## src/rtl/fpu_pkg.sv

```systemverilog
// Shared FPU number format and arbiter FSM encoding.
// Format: {sign, exp[EXP_W-1:0] biased by BIAS, mant[MANT_W-1:0]}.
package fpu_pkg;

    localparam int EXP_W  = 6;
    localparam int MANT_W = 25;
    localparam int BIAS   = 31;
    localparam int FP_W   = 1 + EXP_W + MANT_W;
    localparam int STAT_W = 4;

    typedef enum logic [1:0] {
        IDLE   = 2'd0,
        LAUNCH = 2'd1,
        WAIT   = 2'd2,
        RESP   = 2'd3
    } fpu_arb_state_t;

endpackage

```

## src/rtl/fpu_arb_grant.sv

```systemverilog
// Two-way grant: a lone requester always wins; on a tie the requester that
// was not granted last (ptr_i holds the last winner's index) wins.
module fpu_arb_grant (
    input  logic [1:0] valid_i,
    input  logic       ptr_i,
    output logic [1:0] grant_o
);

    assign grant_o[0] = valid_i[0] & (~valid_i[1] | ptr_i);
    assign grant_o[1] = valid_i[1] & (~valid_i[0] | ~ptr_i);

endmodule

```

## src/rtl/fpu_arbiter.sv

```systemverilog
// Shares one multi-cycle FPU between two requesters: grant, restart FPU, wait, hold result.
// Define FPU_ARB_RR_EN for round-robin tie-breaking; otherwise requester 0 has fixed priority.
module fpu_arbiter
    import fpu_pkg::*;
#(
    parameter int FPU_LATENCY = 6
) (
    input  logic              clock,
    input  logic              reset,
    input  logic              req0_valid,
    input  logic [FP_W-1:0]   req0_a,
    input  logic [FP_W-1:0]   req0_b,
    input  logic              req1_valid,
    input  logic [FP_W-1:0]   req1_a,
    input  logic [FP_W-1:0]   req1_b,
    output logic              req0_ready,
    output logic              req1_ready,
    output logic              rsp_valid,
    input  logic              rsp_ready,
    output logic              rsp_id,
    output logic [FP_W-1:0]   rsp_data,
    output logic [STAT_W-1:0] rsp_status,
    output logic              fpu_reset,
    output logic [FP_W-1:0]   fpu_op_a,
    output logic [FP_W-1:0]   fpu_op_b,
    input  logic [FP_W-1:0]   fpu_data_in,
    input  logic [STAT_W-1:0] fpu_status_in
);

    localparam logic [3:0] LAT4 = 4'(FPU_LATENCY);

    fpu_arb_state_t    state_q, state_d;
    logic [3:0]        cnt_q, cnt_d;
    logic              id_q, id_d;
    logic [FP_W-1:0]   op_a_q, op_a_d, op_b_q, op_b_d;
    logic [FP_W-1:0]   data_q, data_d;
    logic [STAT_W-1:0] status_q, status_d;
    logic [1:0]        grant;
    logic [1:0]        ready_c;
    logic              ptr;

    fpu_arb_grant u_grant (
        .valid_i ({req1_valid, req0_valid}),
        .ptr_i   (ptr),
        .grant_o (grant)
    );

`ifdef FPU_ARB_RR_EN
    logic ptr_q, ptr_d;

    assign ptr   = ptr_q;
    assign ptr_d = (state_q == IDLE && |grant) ? grant[1] : ptr_q;

    // Reset to 1 so requester 0 wins the first tie.
    always_ff @(posedge clock or negedge reset) begin
        if (!reset) ptr_q <= 1'b1;
        else        ptr_q <= ptr_d;
    end
`else
    assign ptr = 1'b1;
`endif

    always_ff @(posedge clock or negedge reset) begin
        if (!reset) begin
            state_q  <= IDLE;
            cnt_q    <= '0;
            id_q     <= 1'b0;
            op_a_q   <= '0;
            op_b_q   <= '0;
            data_q   <= '0;
            status_q <= '0;
        end else begin
            state_q  <= state_d;
            cnt_q    <= cnt_d;
            id_q     <= id_d;
            op_a_q   <= op_a_d;
            op_b_q   <= op_b_d;
            data_q   <= data_d;
            status_q <= status_d;
        end
    end

    always_comb begin
        state_d   = state_q;
        cnt_d     = cnt_q;
        id_d      = id_q;
        op_a_d    = op_a_q;
        op_b_d    = op_b_q;
        data_d    = data_q;
        status_d  = status_q;
        ready_c   = 2'b00;
        rsp_valid = 1'b0;
        fpu_reset = 1'b1;
        unique case (state_q)
            IDLE: begin
                ready_c = grant;
                if (|grant) begin
                    id_d    = grant[1];
                    op_a_d  = grant[1] ? req1_a : req0_a;
                    op_b_d  = grant[1] ? req1_b : req0_b;
                    state_d = LAUNCH;
                end
            end
            LAUNCH: begin
                fpu_reset = 1'b0;
                cnt_d     = LAT4;
                state_d   = WAIT;
            end
            WAIT: begin
                // The FPU output is valid in the final WAIT cycle only.
                if (cnt_q == 4'd1) begin
                    data_d   = fpu_data_in;
                    status_d = fpu_status_in;
                    cnt_d    = 4'd0;
                    state_d  = RESP;
                end else begin
                    cnt_d = cnt_q - 4'd1;
                end
            end
            RESP: begin
                rsp_valid = 1'b1;
                if (rsp_ready) state_d = IDLE;
            end
            default: state_d = IDLE;
        endcase
    end

    // Grants are masked while reset is held so no request is acknowledged then.
    assign req0_ready = ready_c[0] & reset;
    assign req1_ready = ready_c[1] & reset;
    assign rsp_id     = id_q;
    assign rsp_data   = data_q;
    assign rsp_status = status_q;
    assign fpu_op_a   = op_a_q;
    assign fpu_op_b   = op_b_q;

endmodule

```

## config.mk

```make
export PLATFORM = sky130hd
export DESIGN_NAME = fpu_arbiter
export DESIGN_NICKNAME = d
export VERILOG_FILES = /design/src/rtl/fpu_pkg.sv /design/src/rtl/fpu_arb_grant.sv /design/src/rtl/fpu_arbiter.sv
export SDC_FILE = /design/constraint.sdc
export NUM_CORES = 1
export LEC_CHECK = 0
export ABC_AREA = 1
export CAP_MARGIN = 0
export CORE_MARGIN = 2
export CORE_UTILIZATION = 39
export CTS_CLUSTER_SIZE = 40
export DETAILED_ROUTE_END_ITERATION = 16
export PLACE_DENSITY = 0.79
export SETUP_SLACK_MARGIN = 0.2
export SYNTH_ARGS = -nofsm -noshare
export SYNTH_HDL_FRONTEND = slang
export SYNTH_SLANG_ARGS = --single-unit
```

## constraint.sdc

```tcl
create_clock -name clock -period 1.9 [get_ports clock]
set_clock_uncertainty 0.1 [all_clocks]
set_input_delay 0.19 -clock clock [delete_from_list [all_inputs] [get_ports clock]]
set_output_delay 0.19 -clock clock [all_outputs]
set_load 0.02 [all_outputs]
```

[Word-level counts from Yosys, hierarchy flattened]
Index checks and enable logic that the tools add are counted.
Word-level totals
  bits in registers: 107
  input port bits: 169
  output and inout port bits: 105
  logic and storage cells: 36
Operators by class
  add/sub/neg operators: 1
  equal/unequal tests: 7
  multiplexer cells: 11
  bitwise logic cells: 4
  reduce and logical (&&, ||, !) cells: 6
Operator list (count)
  $mux 32: 2
  $mux 2: 4
  $pmux 2 s4: 1
  $pmux 4 s2: 1
  $ne 2x2->1 const B: 3
  $eq 2x2->1 const B: 2
  $eq 4x1->1 const B: 1
  $mux 4: 1
  $reduce_and 2->1: 2
  $sub 4x1->4 const B: 1
  $and 1x1->1: 3
  $reduce_and 3->1: 1
  $eq 2x1->1 const B: 1
  $logic_not 2->1: 1
  $mux 1: 2
  $reduce_bool 2->1: 1
  $reduce_or 2->1: 1
  $not 1->1: 1

[Longest topological paths before layout]
Gate-level depths: netlist (run 1).
  depth in word-level cells: 5
  mapped depth: 9
  mapped depth without buffers: 8

[Cells and area by module]
From an unflattened synthesis (run 1), not the netlist that was laid out.
Second synthesis, totals
  cells, all modules: 637
  area, all modules: 5341.4 µm²
Modules (own cells, without submodules)
  fpu_arbiter: times used 1, cells each 633, area each 5313.8 µm², seq. area each 2677.6 µm²
  fpu_arb_grant: times used 1, cells each 4, area each 27.5 µm², seq. area each 0.0 µm²

[Worst setup path after synthesis (run 1)]
Ideal clock, no wire load.
  path type: flip-flop to flip-flop
  from: reg state_q[0]
  to: reg op_a_q[10], in the netlist fpu_op_a[10]
  setup time: 76 ps
  arrival: 1290 ps
  data required time: 1724 ps
  setup slack: 433 ps
  stages on the path, launching flop included: 9
  path buffers: 2
  clock period less this slack: 1467 ps
  cells stage by stage: dfrtp_1 -> inv_1 -> ha_1 -> inv_2 -> nor2_4 -> buf_4 -> buf_4 -> o21ai_1 -> o21ai_1
On the way
  cells in the longest elaborated chain, start to end: 2
Ends and longest elaborated chain
  start: declaration: line fpu_arbiter.sv:32  | fpu_arb_state_t state_q, state_d;
  start signal: assignment: line fpu_arbiter.sv:73  | state_q <= state_d;
  $logic_not 2->1: line fpu_arbiter.sv:94  | unique case (state_q)
  $reduce_and 2->1 (no source line)
  end signal: assignment: line fpu_arbiter.sv:76  | op_a_q <= op_a_d;
  end: declaration: line fpu_arbiter.sv:35  | logic [FP_W-1:0] op_a_q, op_a_d, op_b_q, op_b_d;
No other way between the ends.
A chain may end at the register's enable or synchronous reset.

[Worst setup path in the final report (run 1)]
  from: reg state_q[1]
  to: reg op_b_q[28], in the netlist fpu_op_b[28]
On the way
  cells in the longest elaborated chain, start to end: 2
Ends and longest elaborated chain
  $logic_not 2->1: line fpu_arbiter.sv:94
  $reduce_and 2->1 (no source line)
  end signal: assignment: line fpu_arbiter.sv:77  | op_b_q <= op_b_d;
  end: declaration: line fpu_arbiter.sv:35
No other way between the ends.

==> metrics, run 1 <==
status complete, no violations; worst r2r path cells 9; Util after Layout 69.2%; RSZ-0062 raised after global routing yes; drt drc 0; Synthesized Nets 747; Area growth, synth to finish 72.7%; slowest cell on the critical path dfrtp_1; Syn Area/Cell 8.43 um^2; Wirelength per Cell 17.5 um; Mapped Cells 571; initial antenna violation count 0; Worst EP required 2.06 ns; core footprint 12000 um^2; number of stages on the worst setup path 9; Worst Hold Class in2reg; placed inst area 7690 um^2; number of diodes 0; max_cap viols 0; Rows 40; Yosys Warn Count 0; pin count of the biggest net entering global routing 108; share of cells above drive strength 1 7.98%; Iter 0 DRT Violations 339; CTS Buf Count 9; Worst Tran Pin Value 0.606 ns; Critical Path Start state_q[1]$_DFFE_PN0P_; sequential power share 30.4%; Hold Violations, Final 0; Worst R2R Setup Slack 0.23 ns; pwr dens 1500 nW/um^2; final global-route overflow total 0; H-tree levels 3; drt pass-1 iters 4; die area 13200 um^2; critical path fanouts, max 15; Slew HR 59.6%; CTS tree built; gpl congestion 0.847; Worst R2R Start state_q[1]$_DFFE_PN0P_; Synth cell types 21; Clk pwr share 16.6%; Comb pwr share 53.0%; Yosys reg bits 107; Max Root-Sink Buffers 2; max-slew violation count 0; post-route ant nets 0; CTS Root Cell clkbuf_16; worst setup path endpoint fpu_op_b[28]$_DFFE_PN0P_; setup violators final 0; vias in the first global route 5199; crit path DAT 1.83 ns; Critical Path End Type flop; vias per cell 5.17; max incr delay on CP 0.43 ns; Post-Place Worst Slack -0.00431 ns; final wirelength 17500 um; first-pass GRT wire length 26100 um; design area 8310 um^2; Fillers 900; delay-heaviest family, CP buffers and inverters; layout net count 1023; crit-path cells inv_2, ha_4, inv_4, nor2_4, buf_12, buf_12, clkbuf_16, o21ai_1, o21ai_1; Worst Path Buf+Inv 5; Int Pwr 0.00763 W; Sw Pwr 0.00486 W; Crit Path Category reg2reg; register area share after synthesis 55.6%; Starting Density 40.1%; Fmax 599 MHz; clock sink count 107; switching share of power 38.9%; Worst-path clk slew 0.07 ns; Leak 3.39 nW; Total Routing Usage GR 25.0%; detailed-route via count 5167; reg2reg end fpu_op_b[28]$_DFFE_PN0P_; Tcrit/Tclk final 87.9%; Final min period 1.67 ns; Worst-Skew Late Latency 0.34 ns; hpwl dp 12000 um; IO Port Bufs 273; Die Ht 115 um; Worst Slack Setup Final 0.230 ns; mapped cell area 4810 um^2; CP startpoint kind flop; die width 115 um; IO Count 274; worst vdd ir 0.670 mV
## layer usage
layer | GRT usage [%] | part of all wire, % | vias up
met5 | 0 | 0 | -
met4 | 9.56 | 2.5 | 0
met3 | 7.06 | 9.5 | 32
met2 | 43.1 | 50 | 265
met1 | 29.7 | 38 | 2456
li1 | - | - | 2414
## flip-flops by register name (all words and copies together), names as in the netlist
register / flops
cnt_q: 4
fpu_op_a: 32
fpu_op_b: 32
rsp_data: 32
rsp_id: 1
rsp_status: 4
state_q: 2
## how the worst min path moves through the flow
stage,cells after the start,startpoint,end,slack [ns]
6_report,3,fpu_data_in[27],rsp_data[27]$_DFFE_PN0P_,0.28
5_1_grt,3,fpu_data_in[25],rsp_data[25]$_DFFE_PN0P_,0.29
4_1_cts,3,fpu_data_in[27],rsp_data[27]$_DFFE_PN0P_,0.27
3_5_place_dp,2,reset,rsp_data[30]$_DFFE_PN0P_,0.23
3_3_place_gp,2,reset,rsp_data[30]$_DFFE_PN0P_,0.22
2_1_floorplan,0,reset,cnt_q[0]$_DFFE_PN0P_,-0.21
## synthesized netlist by cell type, drive strengths merged
master / n / area (um^2)
o21ai: 166 / 831
nand2: 154 / 578
dfrtp: 107 / 2680
nor2: 75 / 302
buf: 25 / 159
inv: 16 / 60.1
clkbuf: 12 / 65.1
ha: 7 / 87.6
nand3: 5 / 30.0
a21oi: 2 / 10.0
a31oi: 1 / 6.26
or2: 1 / 6.26
## kinds of logic (layout without fill, tap and decap cells)
kind of cell | count (synthesis) | after routing | synth area share (%)
AND/OR/NAND/NOR | 235 | 235 | 19.0
AO/OA/AOI/OAI | 169 | 169 | 17.6
flip-flops | 107 | 107 | 55.6
buffers and inverters | 53 | 334 | 5.90
adder cells (fa/ha/maj) | 7 | 7 | 1.82
## metrics by stage
step	cells	hold WS [ns]	total power [W]	setup TNS, ns
CTS	987	0.270	0.0120	0
global placement	968	0.219	0.00955	0
global route	999	0.289	0.0132	0
detailed placement	968	0.228	0.00977	-0.00431
floorplan	571	-0.206	0.00676	0
finish	999	0.282	0.0125	0
## cell type report
cell class / instances / area [um^2] / share of cell area (%)
Inverter: 16 / 65.1 / 0.783
Clock buffer: 11 / 253 / 3.04
Sequential cell: 107 / 2680 / 32.2
Timing Repair Buffer: 302 / 3150 / 37.9
Multi-Input combinational cell: 411 / 1890 / 22.8
Clock inverter: 5 / 85.1 / 1.02
Tap cell: 147 / 184 / 2.21
## power by group through the flow
stage | Clock, W | Sequential, W | Combinational, W
after global placement | 0 | 0.00375 | 0.00579
final | 0.00207 | 0.00380 | 0.00662
after floorplan | 0 | 0.00489 | 0.00187
after detailed placement | 0 | 0.00381 | 0.00596
after global routing | 0.00221 | 0.00389 | 0.00709
after CTS | 0.00212 | 0.00379 | 0.00614
## worst reg2reg max path: cells and delay by family, from the launching register on
kind / cells / cell delay [ns]
adders and majority gates: 1 / 0.17
DFF: 1 / 0.43
buffers and inverters: 5 / 0.56
and+or+nand+nor: 1 / 0.11
AOI/OAI and AO/OA: 2 / 0.23
## repair_timing
action / 4_1_cts / 5_1_grt
pin swaps: 2 / 6
gates cloned: 1 / 5
hold buffers: 1 / 0
gates resized for setup: 17 / 21
buffers inserted: 1 / 7
setup endpoints to repair: 86 / 58
hold endpoints to repair: 107 / 0
## cells in the final DEF, fill, tap and decap left out, drive strengths merged, types with 5 or more instances in the layout
cell type / Yosys / layout
nand3: 5 / 5
dfrtp: 107 / 107
clkbuf: 12 / 16
clkdlybuf4s50: 0 / 268
o21ai: 166 / 166
ha: 7 / 7
inv: 16 / 16
buf: 25 / 27
nand2: 154 / 154
nor2: 75 / 75
No activity file was read; power rests on OpenSTA's default activity.
==> run 2, diff against run 1 <==
- CORE_MARGIN: 2 -> unset
==> metrics, run 2 (synthesis results as in run 1) <==
CTS tree built; vias in the first global route 4960 (-4.6%); gpl congestion 0.795 (-6.1%); Critical Path End Type primary output; H-tree levels 3 (unchanged); core footprint 12000 um^2 (unchanged); Worst-path clk slew 0.07 ns (about the same); RSZ-0062 raised after global routing yes; die area 12800 um^2 (-3.4%); Wirelength per Cell 16.5 um (-6.1%); final wirelength 16300 um (-7.1%); crit-path cells clkdlybuf4s50_1; Area growth, synth to finish 68.0%; Worst R2R Setup Slack 0.33 ns (+0.10 ns); Util after Layout 67.3% (-1.9 points); CTS Root Cell clkbuf_16; die width 113 um (-1.7%); Die Ht 113 um (-1.7%); worst r2r path cells 8 (-1); Worst Tran Pin Value 0.598 ns (-0.00805 ns); reg2reg end fpu_op_a[11]$_DFFE_PN0P_; first-pass GRT wire length 25000 um (-4.0%); Comb pwr share 52.2% (-0.8 points); Starting Density 40.1% (unchanged); slowest cell on the critical path clkdlybuf4s50_1; hold_sp fpu_data_in[8]; Crit Path Category reg2out; setup violators final 0 (unchanged); IO Port Bufs 273 (unchanged); detailed-route via count 5028 (-2.7%); sequential power share 31.9% (+1.5 points); crit path DAT 1.36 ns (-0.47 ns); pin count of the biggest net entering global routing 108 (unchanged); Worst-Skew Late Latency 0.34 ns (about the same); vias per cell 5.09 (-1.6%); most frequent cells in the layout clkdlybuf4s50_1, nand2_1, o21ai_1; hpwl dp 11600 um (-3.2%); hold endpoint rsp_data[8]$_DFFE_PN0P_; max_cap viols 0 (unchanged); post-route ant nets 0 (unchanged); share of cells above drive strength 1 5.83% (-2.2 points); delay-heaviest family, CP buffers and inverters; Tcrit/Tclk final 86.9% (-0.98 points); switching share of power 39.0% (about the same); max incr delay on CP 0.67 ns (+0.24 ns); initial antenna violation count 0 (unchanged); dpl cells 967 (-0.10%); Sw Pwr 0.00461 W (-5.2%); total power draw 0.0118 W (-5.3%); Fmax 606 MHz (+1.1%); Slew HR 60.1% (+0.54 points); Worst Hold Class in2reg; Total Routing Usage GR 25.3% (+0.34 points); commonest non-fill, non-tap cell in the layout clkdlybuf4s50_1; Max Root-Sink Buffers 2 (unchanged); Worst EP required 1.61 ns (-0.45 ns); Hold Path Stages 3 (unchanged); Hold Violations, Final 0 (unchanged); CP startpoint kind flop; Clk pwr share 15.9% (-0.7 points); Worst Path Buf+Inv 1 (-4); Rows 40 (unchanged); design area 8080 um^2 (-2.7%); placed inst area 7680 um^2 (about the same); status complete, no violations; critical path fanouts, max 2 (-13); worst vdd ir 0.702 mV (+4.8%); drt drc 0 (unchanged); hold_ws 0.280 ns (-0.00182 ns); final std cells w/o fill 988 (-1.1%); max-slew violation count 0 (unchanged); CTS Buf Count 9 (unchanged); Iter 0 DRT Violations 310 (-8.6%); final global-route overflow total 0 (unchanged); pwr dens 1460 nW/um^2 (-2.7%); clock sink count 107 (unchanged); Int Pwr 0.00722 W (-5.4%); Final min period 1.65 ns (-0.0186 ns); Worst R2R Start state_q[0]$_DFFE_PN0P_; IO Count 274 (unchanged); drt pass-1 iters 5 (+1); Leak 3.29 nW (-2.8%); number of diodes 0 (unchanged); layout net count 1013 (-0.98%)
==> run 2: layout make-up <==
type / count / area [um^2]
sequential: 107 / 2680
clock buffer: 13 / 260
inverter: 16 / 62.6
tap: 147 / 184
multi-input combinational: 411 / 1870
clock inverter: 2 / 35.0
fill: 948 / 3930
timing repair buffer: 292 / 2990
==> run 2: worst max path at each step <==
| stage | startpoint | end | slack [ns] | cells past startpoint |
|---|---|---|---|---|
| global placement | req1_valid | req1_ready | 0.002 | 6 |
| floorplan | state_q[0]$_DFFE_PN0P_ | fpu_op_a[10]$_DFFE_PN0P_ | 0.43 | 8 |
| global route | state_q[0]$_DFFE_PN0P_ | req1_ready | 0.18 | 5 |
| finish | fpu_op_a[8]$_DFFE_PN0P_ | fpu_op_a[8] | 0.25 | 1 |
| detailed placement | req1_valid | req1_ready | -0.004 | 6 |
| CTS | state_q[1]$_DFFE_PN0P_ | req0_ready | 0.04 | 5 |
==> run 2: what timing repair did <==
action                     in CTS  in global routing
setup endpoints to repair       6                 32
pin swaps                       0                  3
resized for setup              11                  9
hold buffers                    1                  0
cloned                          0                  2
hold endpoints to repair      107                  0
setup buffers                   0                  3
==> run 2: power groups by stage <==
stage / registers, W / logic (W) / clock network [W]
floorplan: 0.00489 / 0.00187 / 0
global placement: 0.00375 / 0.00578 / 0
detailed placement: 0.00380 / 0.00592 / 0
CTS: 0.00378 / 0.00598 / 0.00192
global route: 0.00389 / 0.00666 / 0.00202
finish: 0.00378 / 0.00617 / 0.00188
==> run 2: worst min-delay path: cells and delay by family <==
| family | cells | cell delay [ns] |
|---|---|---|
| simple gates | 2 | 0.10 |
| buf+inv | 1 | 0.40 |
==> run 2: per-stage QoR <==
| step | TNS (ns) | setup slack [ns] |
|---|---|---|
| after floorplan | 0 | 0.433 |
| after global placement | 0 | 0.00158 |
| after detailed placement | -0.00442 | -0.00442 |
| after CTS | 0 | 0.0420 |
| after global routing | 0 | 0.181 |
| final | 0 | 0.249 |
==> run 2: metal layers <==
layer / vias to the layer above / GRT usage, % / part of all wire (%)
met3: 25 / 7.02 / 7.9
met1: 2378 / 29.4 / 39
met5: - / 0 / 0
met4: 0 / 10.5 / 2.4
met2: 233 / 44.1 / 51
li1: 2392 / - / -
